**src/rtl/i2c_bus_listener.sv**
```systemverilog
// Passive I2C bus monitor: synchronises and de-glitches SCL/SDA, detects
// START / repeated START / STOP, and deserialises 9-bit transfers
// (8 data bits MSB-first plus the ACK bit) into a parallel word.
module i2c_bus_listener #(
   parameter int SYNC_STAGES = 2,
   parameter int FILTER_LEN  = 3
) (
   input  logic       clk,
   input  logic       rst,
   input  logic       sda,
   input  logic       scl,
   output logic [8:0] dec,
   output logic       ready,
   output logic       sop,
   output logic       eot
);

   localparam int RW = (FILTER_LEN < 2) ? 1 : $clog2(FILTER_LEN + 1);

   typedef enum logic {
      IDLE   = 1'b0,
      ACTIVE = 1'b1
   } state_t;

   // Bit 1 carries SCL, bit 0 carries SDA through identical conditioning.
   logic [1:0] raw_lines;
   logic [1:0] line_f;

   assign raw_lines = {scl, sda};

   genvar gi;
   generate
      for (gi = 0; gi < 2; gi++) begin : g_line
         logic [SYNC_STAGES-1:0] sync_q;
         logic                   sync_out;
         logic                   cand_q;
         logic [RW-1:0]          run_q;
         logic [RW-1:0]          run_d;
         logic                   filt_q;
         logic                   filt_d;

         assign sync_out = sync_q[SYNC_STAGES-1];

         // Run length of the current synchronised value; the filtered line
         // follows only once that value has been stable for FILTER_LEN samples.
         always_comb begin
            run_d  = 1;
            filt_d = filt_q;
            if (sync_out == cand_q) begin
               run_d = (run_q == RW'(FILTER_LEN)) ? run_q : run_q + 1'b1;
            end
            if (run_d == RW'(FILTER_LEN)) begin
               filt_d = sync_out;
            end
         end

         // Synchroniser chain and filter state, all preset to the idle-bus level.
         always_ff @(posedge clk) begin
            if (rst) begin
               sync_q <= '1;
               cand_q <= 1'b1;
               run_q  <= 1;
               filt_q <= 1'b1;
            end else begin
               sync_q <= {sync_q[SYNC_STAGES-2:0], raw_lines[gi]};
               cand_q <= sync_out;
               run_q  <= run_d;
               filt_q <= filt_d;
            end
         end

         assign line_f[gi] = filt_q;
      end
   endgenerate

   logic   scl_f;
   logic   sda_f;
   logic   scl_p_q;
   logic   sda_p_q;
   logic   start_det;
   logic   stop_det;
   logic   scl_rise;

   state_t     state_q, state_d;
   logic [3:0] bit_cnt_q, bit_cnt_d;
   logic [8:0] shift_q, shift_d;
   logic [8:0] dec_q, dec_d;
   logic       ready_q, ready_d;
   logic       sop_q, sop_d;
   logic       eot_q, eot_d;

   assign scl_f = line_f[1];
   assign sda_f = line_f[0];

   // SDA edges only count as START/STOP while SCL is steadily high, so a
   // simultaneous SCL rise is always treated as a plain data sample.
   assign start_det = sda_p_q & ~sda_f & scl_p_q & scl_f;
   assign stop_det  = ~sda_p_q & sda_f & scl_p_q & scl_f;
   assign scl_rise  = ~scl_p_q & scl_f;

   // Next-state, deserialiser and strobe decode.
   always_comb begin
      state_d   = state_q;
      bit_cnt_d = bit_cnt_q;
      shift_d   = shift_q;
      dec_d     = dec_q;
      ready_d   = 1'b0;
      sop_d     = 1'b0;
      eot_d     = 1'b0;
      case (state_q)
         IDLE: begin
            if (start_det) begin
               state_d   = ACTIVE;
               sop_d     = 1'b1;
               bit_cnt_d = 4'd0;
               shift_d   = 9'h000;
            end
         end
         ACTIVE: begin
            if (start_det) begin
               sop_d     = 1'b1;
               bit_cnt_d = 4'd0;
               shift_d   = 9'h000;
            end else if (stop_det) begin
               state_d   = IDLE;
               eot_d     = 1'b1;
               bit_cnt_d = 4'd0;
               shift_d   = 9'h000;
            end else if (scl_rise) begin
               shift_d = {shift_q[7:0], sda_f};
               if (bit_cnt_q == 4'd8) begin
                  dec_d     = {shift_q[7:0], sda_f};
                  ready_d   = 1'b1;
                  bit_cnt_d = 4'd0;
               end else begin
                  bit_cnt_d = bit_cnt_q + 4'd1;
               end
            end
         end
         default: state_d = IDLE;
      endcase
   end

   // State, datapath and registered strobes.
   always_ff @(posedge clk) begin
      if (rst) begin
         scl_p_q   <= 1'b1;
         sda_p_q   <= 1'b1;
         state_q   <= IDLE;
         bit_cnt_q <= 4'd0;
         shift_q   <= 9'h000;
         dec_q     <= 9'h000;
         ready_q   <= 1'b0;
         sop_q     <= 1'b0;
         eot_q     <= 1'b0;
      end else begin
         scl_p_q   <= scl_f;
         sda_p_q   <= sda_f;
         state_q   <= state_d;
         bit_cnt_q <= bit_cnt_d;
         shift_q   <= shift_d;
         dec_q     <= dec_d;
         ready_q   <= ready_d;
         sop_q     <= sop_d;
         eot_q     <= eot_d;
      end
   end

   assign dec   = dec_q;
   assign ready = ready_q;
   assign sop   = sop_q;
   assign eot   = eot_q;

endmodule

```
**config.mk**
```make
export PLATFORM = sky130hd
export DESIGN_NAME = i2c_bus_listener
export DESIGN_NICKNAME = d
export VERILOG_FILES = /design/src/rtl/i2c_bus_listener.sv
export SDC_FILE = /design/constraint.sdc
export NUM_CORES = 1
export LEC_CHECK = 0
export ABC_AREA = 1
export ABC_CLOCK_PERIOD_IN_PS = 1410
export BUFFER_PORTS_ARGS = -buffer_cell sky130_fd_sc_hd__buf_2
export CORE_AREA = 2 2 74 76
export CTS_CLUSTER_DIAMETER = 100
export DETAILED_ROUTE_END_ITERATION = 10
export DIE_AREA = 0 0 76 78
export GPL_TIMING_DRIVEN = 0
export MAX_ROUTING_LAYER = met4
export PLACE_DENSITY = 0.53
export SLEW_MARGIN = 20
export SYNTH_ARGS = -nofsm -noshare
export SYNTH_HDL_FRONTEND = slang
export SYNTH_SLANG_ARGS = --single-unit
```
**constraint.sdc**
```tcl
create_clock -name clk -period 1.41 [get_ports clk]
set_clock_uncertainty 0.1 [all_clocks]
set_input_delay 0.282 -clock clk [delete_from_list [all_inputs] [get_ports clk]]
set_output_delay 0.282 -clock clk [all_outputs]
set_load 0.01 [all_outputs]
```
## Word level (Yosys, flattened, before mapping)

Index checks and enable logic that the tools add are counted.

| storage, ports and cells | value |
|---|---|
| latch bits | 0 |
| memory bits (read-only) | 0 |
| register bits | 39 |
| output and inout port bits | 12 |
| memories | 0 |
| logic and storage cells | 68 |
| input port bits | 4 |
| RAM bits | 0 |

| cells by class | value |
|---|---|
| multiply operators | 0 |
| multiplexer cells | 21 |
| reduce and logical (&&, ||, !) cells | 4 |
| shift operators | 0 |
| order comparisons | 0 |
| equal/unequal tests | 9 |
| bitwise operators | 14 |
| add/subtract/negate cells | 3 |
| div/mod/pow operators | 0 |

Operator list:

| operator | count |
|---|---|
| 8-bit two-way mux | 4 |
| 4-bit two-way mux | 5 |
| 8-bit one-hot mux with 2 select lines | 1 |
| 2-bit == test (second input constant) | 4 |
| 2-bit two-way mux | 4 |
| 4-bit one-hot mux with 2 select lines | 1 |
| 1-bit AND | 7 |
| 1-bit NOT | 7 |
| 1-bit two-way mux | 5 |
| 5-bit AND reduction | 1 |
| 5-bit OR reduction | 1 |
| 2-bit by 1-bit adder with 2-bit output (second input constant) | 2 |
| 4-bit by 1-bit adder with 4-bit output (second input constant) | 1 |
| 4-bit == test (second input constant) | 1 |
| 4-bit inequality test (second input constant) | 1 |
| 3-bit OR reduction | 1 |
| 1-bit == test | 2 |
| 2-bit inequality test (second input constant) | 1 |
| 1-bit one-hot mux with 2 select lines | 1 |
| 2-bit AND reduction | 1 |

## Logic depth before layout (Yosys ltp)

Gate-level depths: netlist of the first run.

| logic depth | value |
|---|---|
| depth after elaboration | 7 |
| depth in mapped cells | 9 |
| depth with buffers taken out | 9 |

## Worst setup path before layout of the first run

Ideal clock, no wire load.

| timing path | value |
|---|---|
| path kind | register -> register |
| start point | reg bit_cnt_q[0] |
| end point | reg dec_q[4], in the netlist dec[4] |
| data arrival time | 1122 ps |
| data required time | 1194 ps |
| cell stages (with the launch flop) | 10 |
| path slack | 72 ps |
| buffers on the path | 1 |
| setup time | 116 ps |
| clock period less this slack | 1338 ps |
| path through | dfxtp_1 -> inv_1 -> ha_1 -> nand2_1 -> nor2_1 -> nand2_2 -> clkinv_2 -> buf_6 -> o21ai_1 -> a21oi_1 |

| on the way | value |
|---|---|
| cells in the longest elaborated chain, start to end | 2 |

RTL lines:

| element | RTL line | source |
|---|---|---|
| start, declared | 85 | `logic [3:0] bit_cnt_q, bit_cnt_d;` |
| start signal, assigned | 160 | `bit_cnt_q <= bit_cnt_d;` |
| 4-bit == test | 131 | `if (bit_cnt_q == 4'd8) begin` |
| 5-bit AND reduction (no source line) | n/a |  |
| end signal, assigned | 152 | `dec_q <= 9'h000;` |
| end signal, assigned | 162 | `dec_q <= dec_d;` |
| end, declared | 87 | `logic [8:0] dec_q, dec_d;` |

No other way between the ends.
A chain may end at the register's enable or synchronous reset.

## Worst setup path in the final report of the first run

| timing path | value |
|---|---|
| start point | reg bit_cnt_q[1] |
| end point | reg dec_q[6], in the netlist dec[6] |

Same word-level chain as after synthesis.

==> reports/metrics.cfg, run 1 <==
[status]
outcome=finished, final reports clean

[critical_path]
endpoint_kind=flop
startpoint_type=flop
crit_type=flop to flop
arrival_ns=1.47
critPathMaxFanout=6
crit_required_ns=1.50

[place]
place_hpwl_mm=1.92
dp_cells=267
placed_cell_area_um2=1640
dp_slack_ns=-0.128
port_buffers=15
gp_congestion=0.730

[cells_and_area]
fin_nets=217
diodes=0
stdcell_area_um2=1910
final_cells=282
layout_commonest_cell=nor2_1
most-common-layout-cells=nor2_1 (37), dfxtp_1 (34), buf_2 (15)
drive_above_1_share_pct=34.4
area_growth_pct=28.9
final_core_util_pct=37.8

[synthesis]
ys_seq_area_share_pct=52.7
synth_fp_nets=188
synthDistinctLibCells=22
synth_area_per_cell_um2=8.13
synth_seq_cells=39
syn-cell-area_um2=1480
ys_warn_count=0
postSynthCellCount=182

[global_routing]
grt_pass1_wl_mm=5.02
antenna_found_initial=0
track_usage_pct=11.1
grt_max_degree=13
grt_pass1_vias=1106
grt-ovfl-total=0

[routing]
drt_iter0_drc=23
drt_first_pass_iters=4
vias=1215
wirelength_mm=3.08
routed_via_density=4.31
wl_per_cell_um=10.9
drc_errors=0
ant_nets=0

[timing]
fin_ws_ns=0.0237
min_period_ns=1.39
hold_viol=0
fin_hold_ws_ns=0.0689
setup_violations=0
tightest_slew_ns=0.453
final_max_slew_viol_count=0
slew_headroom_pct=69.8
fmax_mhz=721
rsz0062_at_grt=yes
period_share_pct=98.3

[clocking]
cts_tree=done
cts_max_path_buffers=2
cts_sinks=39
clock_latency_ns=0.30
cts_buffers=5
clk_pin_slew_worst_paths_ns=0.08
postCtsHoldBufs=0
root_buffer=clkbuf_8
htreeDepth=2

[hold_path]
min_path_type=input port to flop

[pwr]
peakVddDrop_mv=0.609
powerDensity_nw_per_um2=1180
p_leak_nw=0.823

[floorplanning]
rows=26
die_h_um=78
pin_count=16
die_w_um=76
core_area_um2=5040
dieArea_um2=5930
initial_core_util_pct=29.4

[job]
maxCapViolations=0

[sequential cells by signal (all words and copies together) (netlist names)]
register and flops:
bit_cnt_q 4, state_q 1, g_line.run_q 4, dec 9
shift_q 8, sda_p_q 1, g_line.cand_q 2, scl_p_q 1
eot 1, g_line.sync_q 4, sop 1, g_line.filt_q 2
ready 1
[Yosys cell counts]
| master | n | area, µm² |
|---|---|---|
| xor2_1 | 1 | 8.76 |
| nand4_1 | 1 | 6.26 |
| or2_2 | 7 | 43.8 |
| o21ai_0 | 13 | 65.1 |
| o21ai_1 | 8 | 40.0 |
| ha_1 | 2 | 25.0 |
| nand3_1 | 11 | 55.1 |
| nor2_2 | 2 | 12.5 |
| nor2_4 | 2 | 22.5 |
| a21oi_1 | 11 | 55.1 |
| nand2_1 | 14 | 52.6 |
| inv_2 | 3 | 11.3 |
| dfxtp_1 | 39 | 781 |
| nor3_1 | 2 | 10.0 |
| inv_1 | 15 | 56.3 |
| nor2_1 | 38 | 143 |
| clkinv_2 | 1 | 5.00 |
| buf_6 | 2 | 22.5 |
| nand2_4 | 1 | 11.3 |
| nand2_2 | 4 | 25.0 |
| xnor2_1 | 2 | 17.5 |
| clkbuf_1 | 3 | 11.3 |
[path summary, 6_finish.rpt]
path | cells after the start | end | from | slack (ns)
max | 9 | dec[6]$_SDFFE_PP0P_ | bit_cnt_q[1]$_SDFFE_PP0P_ | 0.02
min | 2 | g_line[0].sync_q[0]$_SDFF_PP1_ | sda | 0.07
max reg2reg | 9 | dec[6]$_SDFFE_PP0P_ | bit_cnt_q[1]$_SDFFE_PP0P_ | 0.02
min reg2reg | 1 | g_line[1].run_q[0]$_SDFF_PP1_ | g_line[1].run_q[0]$_SDFF_PP1_ | 0.31
[per-layer routing]
metal	part of all wire [%]	GRT usage [%]
met5	0	-
met1	50	13.4
met4	2.3	6.00
met2	44	16.8
met3	3.5	3.14
[worst max-delay path, cell delays in order, from the launching register on]
cell	delay (ns)
dfxtp_2	0.36
inv_2	0.05
ha_4	0.16
nand2_4	0.06
nor2_4	0.04
nand2_4	0.10
clkinv_4	0.08
buf_12	0.14
o21ai_2	0.14
a21oi_2	0.04
[logic make-up after synthesis]
logic type      synth area share, %
compound gates                 10.8
xor+xnor                       1.78
fa+ha+maj                      1.69
buf+inv                        7.18
flops                          52.7
simple gates                   25.8
[metrics by stage]
stage / power (mW) / setup TNS [ns]
3_5_place_dp: 1.48 / -1.01
5_1_grt: 2.35 / -0.0409
2_1_floorplan: 1.42 / 0
3_3_place_gp: 1.48 / -1.15
4_1_cts: 2.23 / -0.0143
6_report: 2.25 / 0
[power breakdown]
| group | internal, mW | leakage, nW | switching (mW) |
|---|---|---|---|
| logic | 0.115 | 0.463 | 0.175 |
| clock network | 0.346 | 0.0412 | 0.396 |
| registers | 1.17 | 0.319 | 0.0472 |
| total | 1.63 | 0.823 | 0.619 |
[timing repair]
action / in CTS / in global routing
pin swaps: 2 / 4
setup buffers: 4 / 2
endpoints found under the setup margin: 18 / 20
cloned: 0 / 1
gates resized for setup: 6 / 32
[final cells by class]
class / instances / area, µm²
Fill cell: 528 / 3130
Sequential cell: 39 / 787
Multi-Input combinational cell: 119 / 676
Timing Repair Buffer: 22 / 158
Tap cell: 70 / 87.6
Inverter: 19 / 76.3
Clock buffer: 6 / 72.6
Buffer: 5 / 38.8
Clock inverter: 2 / 12.5
Note: power is estimated with default switching activity, not from simulation.
==> run 2: changes to the inputs <==
--- a/config.mk
+++ b/config.mk
@@ -8,13 +8,13 @@
 export ABC_AREA = 1
 export ABC_CLOCK_PERIOD_IN_PS = 1410
 export BUFFER_PORTS_ARGS = -buffer_cell sky130_fd_sc_hd__buf_2
-export CORE_AREA = 2 2 74 76
+export CORE_AREA = 2 2 62 64
 export CTS_CLUSTER_DIAMETER = 100
 export DETAILED_ROUTE_END_ITERATION = 10
-export DIE_AREA = 0 0 76 78
+export DIE_AREA = 0 0 64 66
 export GPL_TIMING_DRIVEN = 0
 export MAX_ROUTING_LAYER = met4
-export PLACE_DENSITY = 0.53
+export PLACE_DENSITY = 0.68
 export SLEW_MARGIN = 20
 export SYNTH_ARGS = -nofsm -noshare
 export SYNTH_HDL_FRONTEND = slang
==> reports/metrics.cfg, run 2 (synthesis results as in run 1) <==
[status]
outcome=finished, final reports clean

[floorplanning]
pin_count=16  ; unchanged
rows=22  ; -15%
die_h_um=66  ; -15%
die_w_um=64  ; -16%
dieArea_um2=4220  ; -29%
core_area_um2=3550  ; -30%
initial_core_util_pct=41.7  ; +12 points

[critical_path]
critPathMaxFanout=5  ; -1
startpoint_type=flop
cp-startpoint=bit_cnt_q[0]$_SDFFE_PP0P_
crit_type=flop to flop
r2r-start=bit_cnt_q[0]$_SDFFE_PP0P_
reg2reg_slack_ns=0.02  ; about the same
r2r_end=dec[4]$_SDFFE_PP0P_
arrival_ns=1.53  ; +0.06 ns
crit_required_ns=1.55  ; +0.05 ns
reg2regPathDepth=9  ; unchanged
endpoint_kind=flop
endpoint=dec[4]$_SDFFE_PP0P_

[place]
port_buffers=15  ; unchanged
gp_congestion=0.713  ; -2.4%
dp_cells=245  ; -8.2%
place_hpwl_mm=1.82  ; -5.5%
placed_cell_area_um2=1620  ; -1.7%

[routing]
wl_per_cell_um=11.2  ; +2.5%
drt_iter0_drc=16  ; -30%
vias=1179  ; -3.0%
wirelength_mm=2.90  ; -5.8%
routed_via_density=4.55  ; +5.7%
drt_first_pass_iters=4  ; unchanged
ant_nets=0  ; unchanged
drc_errors=0  ; unchanged

[cells_and_area]
final_cells=259  ; -8.2%
fin_nets=216  ; -0.46%
largest_reg_flops=9  ; unchanged
layout_commonest_cell=nor2_1
diodes=0  ; unchanged
area_growth_pct=24.8
drive_above_1_share_pct=32.7  ; -1.7 points
stdcell_area_um2=1850  ; -3.2%
most-common-layout-cells=nor2_1 (36), dfxtp_1 (32), buf_2 (15)

[global_routing]
track_usage_pct=14.5  ; +3.4 points
antenna_found_initial=0  ; unchanged
grt_pass1_vias=1037  ; -6.2%
grt-ovfl-total=0  ; unchanged
grt_pass1_wl_mm=4.57  ; -9.0%
grt_max_degree=12  ; -1

[timing]
tightest_slew_ns=0.460  ; +0.00699 ns
fin_hold_ws_ns=0.0179  ; -0.0510 ns
setup_violations=0  ; unchanged
rsz0062_at_grt=yes
tns_ns=0  ; unchanged
slew_headroom_pct=69.3  ; -0.47 points
hold_viol=0  ; unchanged
min_period_ns=1.39  ; +0.000370 ns
final_max_slew_viol_count=0  ; unchanged
period_share_pct=98.3  ; about the same
fmax_mhz=721  ; about the same

[clocking]
htreeDepth=2  ; unchanged
cts_buffers=5  ; unchanged
clock_latency_ns=0.34  ; +0.04 ns
cts_max_path_buffers=2  ; unchanged
clk_pin_slew_worst_paths_ns=0.11  ; +0.03 ns
cts_tree=done
postCtsHoldBufs=0  ; unchanged
cts_sinks=39  ; unchanged
root_buffer=clkbuf_4

[pwr]
p_leak_nw=0.812  ; -1.3%
peakVddDrop_mv=0.722  ; +19%
powerDensity_nw_per_um2=1120  ; -5.1%

[job]
maxCapViolations=0  ; unchanged

[hold_path]
min_path_type=input port to flop

run 2: cell types whose count changed in the layout (fill, tap and decap cells not counted), moves of 2 or more:
cell / before / now
buf_4: 5 / 3
clkbuf_4: 0 / 5
dfxtp_2: 5 / 7
clkbuf_1: 3 / 5
o21ai_0: 6 / 11
clkbuf_8: 5 / 0
dfxtp_1: 34 / 32
o21ai_2: 7 / 1
run 2: cell type report:
cell class                      instances  area [µm²]
Clock buffer                            7        45.0
Fill cell                             336        1700
Multi-Input combinational cell        119         674
Buffer                                  5        41.3
Sequential cell                        39         790
Tap cell                               48        60.1
Timing Repair inverter                  1        5.00
Clock inverter                          1        5.00
Timing Repair Buffer                   20         148
Inverter                               19        78.8
run 2: power by group:
group	total, mW	internal, mW	switching [mW]	leakage (nW)
logic	0.311	0.132	0.179	0.465
clock network	0.536	0.195	0.342	0.0293
registers	1.22	1.17	0.0478	0.318
total	2.07	1.50	0.569	0.812
run 2: worst min-delay path by stage:
| stage | from | cells past startpoint | endpoint |
|---|---|---|---|
| finish | scl | 2 | g_line[1].sync_q[0]$_SDFF_PP1_ |
| CTS | scl | 2 | g_line[1].sync_q[0]$_SDFF_PP1_ |
| global placement | g_line[0].sync_q[0]$_SDFF_PP1_ | 1 | g_line[0].sync_q[1]$_SDFF_PP1_ |
| floorplan | g_line[1].run_q[0]$_SDFF_PP1_ | 1 | g_line[1].run_q[0]$_SDFF_PP1_ |
| detailed placement | g_line[1].sync_q[0]$_SDFF_PP1_ | 1 | g_line[1].sync_q[1]$_SDFF_PP1_ |
| global route | scl | 2 | g_line[1].sync_q[0]$_SDFF_PP1_ |
run 2: through the flow:
step	worst slack (ns)	util (%)	power, mW
after detailed placement	-0.112	45.5	1.48
after floorplan	0.0716	-	1.42
final	0.0233	52.0	2.07
after global routing	-0.0230	52.0	2.19
after global placement	-0.119	45.5	1.47
after CTS	-0.0366	47.4	2.02
run 2: timing repair:
action | CTS | global route
pin swaps | 2 | 8
endpoints found under the hold margin | 0 | 0
gates cloned | 0 | 3
buffers inserted | 1 | 2
gates resized for setup | 6 | 28
endpoints found under the setup margin | 17 | 21
run 2: metal layers:
layer,global-route usage (%),up-vias,part of all wire [%]
met5,-,-,0
met4,5.71,0,1.7
met3,5.28,6,4.1
met2,21.1,20,46
met1,18.3,521,48
li1,-,632,-
run 2: critical path, cell delays in order, from the launching register on:
cell and delay, ns:
dfxtp_2 0.37, inv_2 0.06, ha_4 0.16, nand2_4 0.07, nor2_4 0.04, nand2_4 0.11, clkinv_4 0.09, buf_8 0.14
o21ai_4 0.11, a21oi_2 0.04
==> run 3: changes to the inputs <==
--- a/config.mk
+++ b/config.mk
@@ -5,16 +5,16 @@
 export SDC_FILE = /design/constraint.sdc
 export NUM_CORES = 1
 export LEC_CHECK = 0
-export ABC_AREA = 1
+export ABC_AREA = 0
 export ABC_CLOCK_PERIOD_IN_PS = 1410
 export BUFFER_PORTS_ARGS = -buffer_cell sky130_fd_sc_hd__buf_2
-export CORE_AREA = 2 2 62 64
+export CORE_AREA = 2 2 60 62
 export CTS_CLUSTER_DIAMETER = 100
 export DETAILED_ROUTE_END_ITERATION = 10
-export DIE_AREA = 0 0 64 66
+export DIE_AREA = 0 0 62 64
 export GPL_TIMING_DRIVEN = 0
 export MAX_ROUTING_LAYER = met4
-export PLACE_DENSITY = 0.68
+export PLACE_DENSITY = 0.7
 export SLEW_MARGIN = 20
 export SYNTH_ARGS = -nofsm -noshare
 export SYNTH_HDL_FRONTEND = slang
==> reports/metrics.cfg, run 3 <==
[place]
port_buffers=14  ; -1
dp_cells=191  ; -22%
place_hpwl_mm=1.65  ; -9.5%
gp_congestion=0.731  ; +2.5%

[timing]
fmax_mhz=685  ; -5.1%
slew_headroom_pct=68.4  ; -0.90 points
tightest_slew_ns=0.474  ; +0.0135 ns
final_max_slew_viol_count=0  ; unchanged
fin_hold_ws_ns=0.0194  ; +0.00146 ns
period_share_pct=104  ; +5.2 points
rsz0062_at_grt=yes
min_period_ns=1.46  ; +0.0739 ns
setup_violations=9  ; +9
fin_ws_ns=-0.0506  ; -0.0739 ns
hold_viol=0  ; unchanged

[critical_path]
endpoint_kind=flop
crit_type=flop to flop
path_buf_inv=2  ; -1
cp_cell_sequence=buf_6, nand3b_1, nor2_4, buf_12, mux2i_1, nor2_1
slowest_stage=dfxtp_1
critPathMaxFanout=10  ; +5
startpoint_type=flop
crit_family=flip-flops
cpPeakStageDelay_ns=0.37  ; about the same
crit_required_ns=1.53  ; -0.02 ns
arrival_ns=1.58  ; +0.05 ns

[floorplanning]
pin_count=16  ; unchanged
rows=21  ; -4.5%
dieArea_um2=3970  ; -6.1%
die_h_um=64  ; -3.0%
die_w_um=62  ; -3.1%
core_area_um2=3280  ; -7.5%
initial_core_util_pct=43.3  ; +1.6 points

[pwr]
clockPowerShare_pct=34.5  ; +8.6 points
powerDensity_nw_per_um2=1070  ; -4.7%
peakVddDrop_mv=0.687  ; -5.0%
p_seq_share_pct=62.6  ; +3.5 points
p_switching_uw=370  ; -35%
p_leak_nw=0.660  ; -19%
sw_frac_of_total_pct=20.4  ; -7.0 points
p_comb_share_pct=2.9  ; -12 points
internal_power_mw=1.44  ; -4.0%

[routing]
routed_via_density=5.00  ; +9.8%
wl_per_cell_um=12.0  ; +6.7%
wirelength_mm=2.43  ; -16%
drt_iter0_drc=53  ; +37
drt_first_pass_iters=4  ; unchanged
vias=1015  ; -14%
drc_errors=0  ; unchanged
ant_nets=0  ; unchanged

[cells_and_area]
most-common-layout-cells=dfxtp_1 (33), buf_2 (15), nor2_1 (12)
final_cells=203  ; -22%
layout_commonest_cell=dfxtp_1
nFillCells=312  ; -7.1%
fin_nets=162  ; -25%
largest_reg_flops=9  ; unchanged
drive_above_1_share_pct=33.1  ; +0.42 points
final_core_util_pct=51.7  ; -0.35 points
area_growth_pct=19.4
multi_input_area_um2=612  ; -9.3%
regArea_um2=788  ; -0.16%
diodes=0  ; unchanged

[clocking]
htreeDepth=2  ; unchanged
clk_pin_slew_worst_paths_ns=0.10  ; about the same
cts_max_path_buffers=2  ; unchanged
root_buffer=clkbuf_4
cts_buffers=5  ; unchanged
clock_latency_ns=0.33  ; about the same
cts_tree=done
cts_sinks=39  ; unchanged

[global_routing]
grt-ovfl-total=0  ; unchanged
antenna_found_initial=0  ; unchanged
grt_pass1_vias=947  ; -8.7%
grt_pass1_wl_mm=3.96  ; -13%
track_usage_pct=13.9  ; -0.56 points
grt_max_degree=12  ; unchanged

[synthesis]
synth_top_area_share_pct=54.9  ; +2.2 points
synth_top_cell_by_area=dfxtp_1
synthTopCellsByCount=dfxtp_1 (39), nor2_1 (12), mux2i_1 (9)
synthDistinctLibCells=32  ; +45%
synth_seq_cells=39  ; unchanged
ys_seq_area_share_pct=54.9  ; +2.2 points
yosys-top-cells-area=dfxtp_1 (55%), mux2i_1 (6.3%), a22o_1 (4.9%), or2_2 (3.5%), nor2_1 (3.2%)
postSynthCellCount=131  ; -28%
synth_edf_count=0  ; unchanged
synth_fp_nets=137  ; -27%
synth_flop_cell=dfxtp_1
async_reset_ff_share_pct=0  ; unchanged
syn-cell-area_um2=1420  ; -4.0%
ys_warn_count=0  ; unchanged
synth_area_per_cell_um2=10.9  ; +33%
yosysMostFrequentCell=dfxtp_1

[status]
outcome=finished, violations left
failed_checks=setup timing

[job]
maxCapViolations=0  ; unchanged

[hold_path]
min_path_type=input port to flop

-- run 3: changes by cell type in the layout (fill, tap and decap cells not counted), sizes merged, moves of 5 or more --
cell,change
o21ai,-18
a21oi,-6
a22o,+8
mux2i,+9
nand2,-16
nand2b,+5
nand3,-7
inv,-15
nor2,-29
-- run 3: layout make-up --
cell class	instances	share of cell area [%]
sequential	39	46.5
multi-input combinational	83	36.1
timing repair buffer	19	7.30
clock buffer	8	4.06
tap	46	3.39
buffer	5	2.06
inverter	3	0.664
-- run 3: worst paths after layout --
| kind | startpoint | endpoint | slack [ns] | depth (start not counted) |
|---|---|---|---|---|
| max | g_line[1].filt_q$_SDFFE_PP1N_ | dec[5]$_SDFFE_PP0P_ | -0.05 | 6 |
| min | scl | g_line[1].sync_q[0]$_SDFF_PP1_ | 0.02 | 2 |
| max reg2reg | g_line[1].filt_q$_SDFFE_PP1N_ | dec[5]$_SDFFE_PP0P_ | -0.05 | 6 |
| min reg2reg | g_line[0].run_q[0]$_SDFF_PP1_ | g_line[0].run_q[0]$_SDFF_PP1_ | 0.32 | 1 |
-- run 3: per-stage QoR --
stage	power (mW)	setup WS (ns)	area (µm²)	setup TNS (ns)
after floorplan	1.19	-0.0269	1440	-0.242
after global placement	1.21	-0.181	1560	-2.10
after detailed placement	1.21	-0.251	1560	-2.63
after CTS	1.83	-0.0852	1670	-0.553
after global routing	1.88	-0.145	1700	-1.17
final	1.81	-0.0506	1700	-0.273
-- run 3: logic make-up after synthesis --
group                      Yosys count  synth area share [%]
buffers and inverters                9                  2.90
AOI/OAI and AO/OA                   28                  15.3
adders and majority gates            2                  1.76
xor gates and xnor gates             3                  1.85
and+or+nand+nor                     41                  16.9
DFF                                 39                  54.9
muxes                                9                  6.34
-- run 3: timing repair --
item	in CTS	in global routing
hold buffers	0	0
buffers inserted	3	3
gates resized for setup	4	6
pin swaps	4	4
endpoints found under the setup margin	21	21
-- run 3: power groups by stage --
stage,clock network [mW],logic (mW),registers [mW]
CTS,0.646,0.0529,1.13
detailed placement,0,0.0505,1.16
floorplan,0,0.0385,1.16
global route,0.688,0.0601,1.14
finish,0.624,0.0532,1.13
global placement,0,0.0480,1.16
-- run 3: layer usage --
layer	vias up	track usage, %	wire length (µm)	part of all wire (%)
met4	0	7.18	44	1.8
met3	5	4.86	100	4.1
met2	16	20.7	1220	50
met5	-	-	0	0
li1	515	-	-	-
met1	479	16.2	1060	44
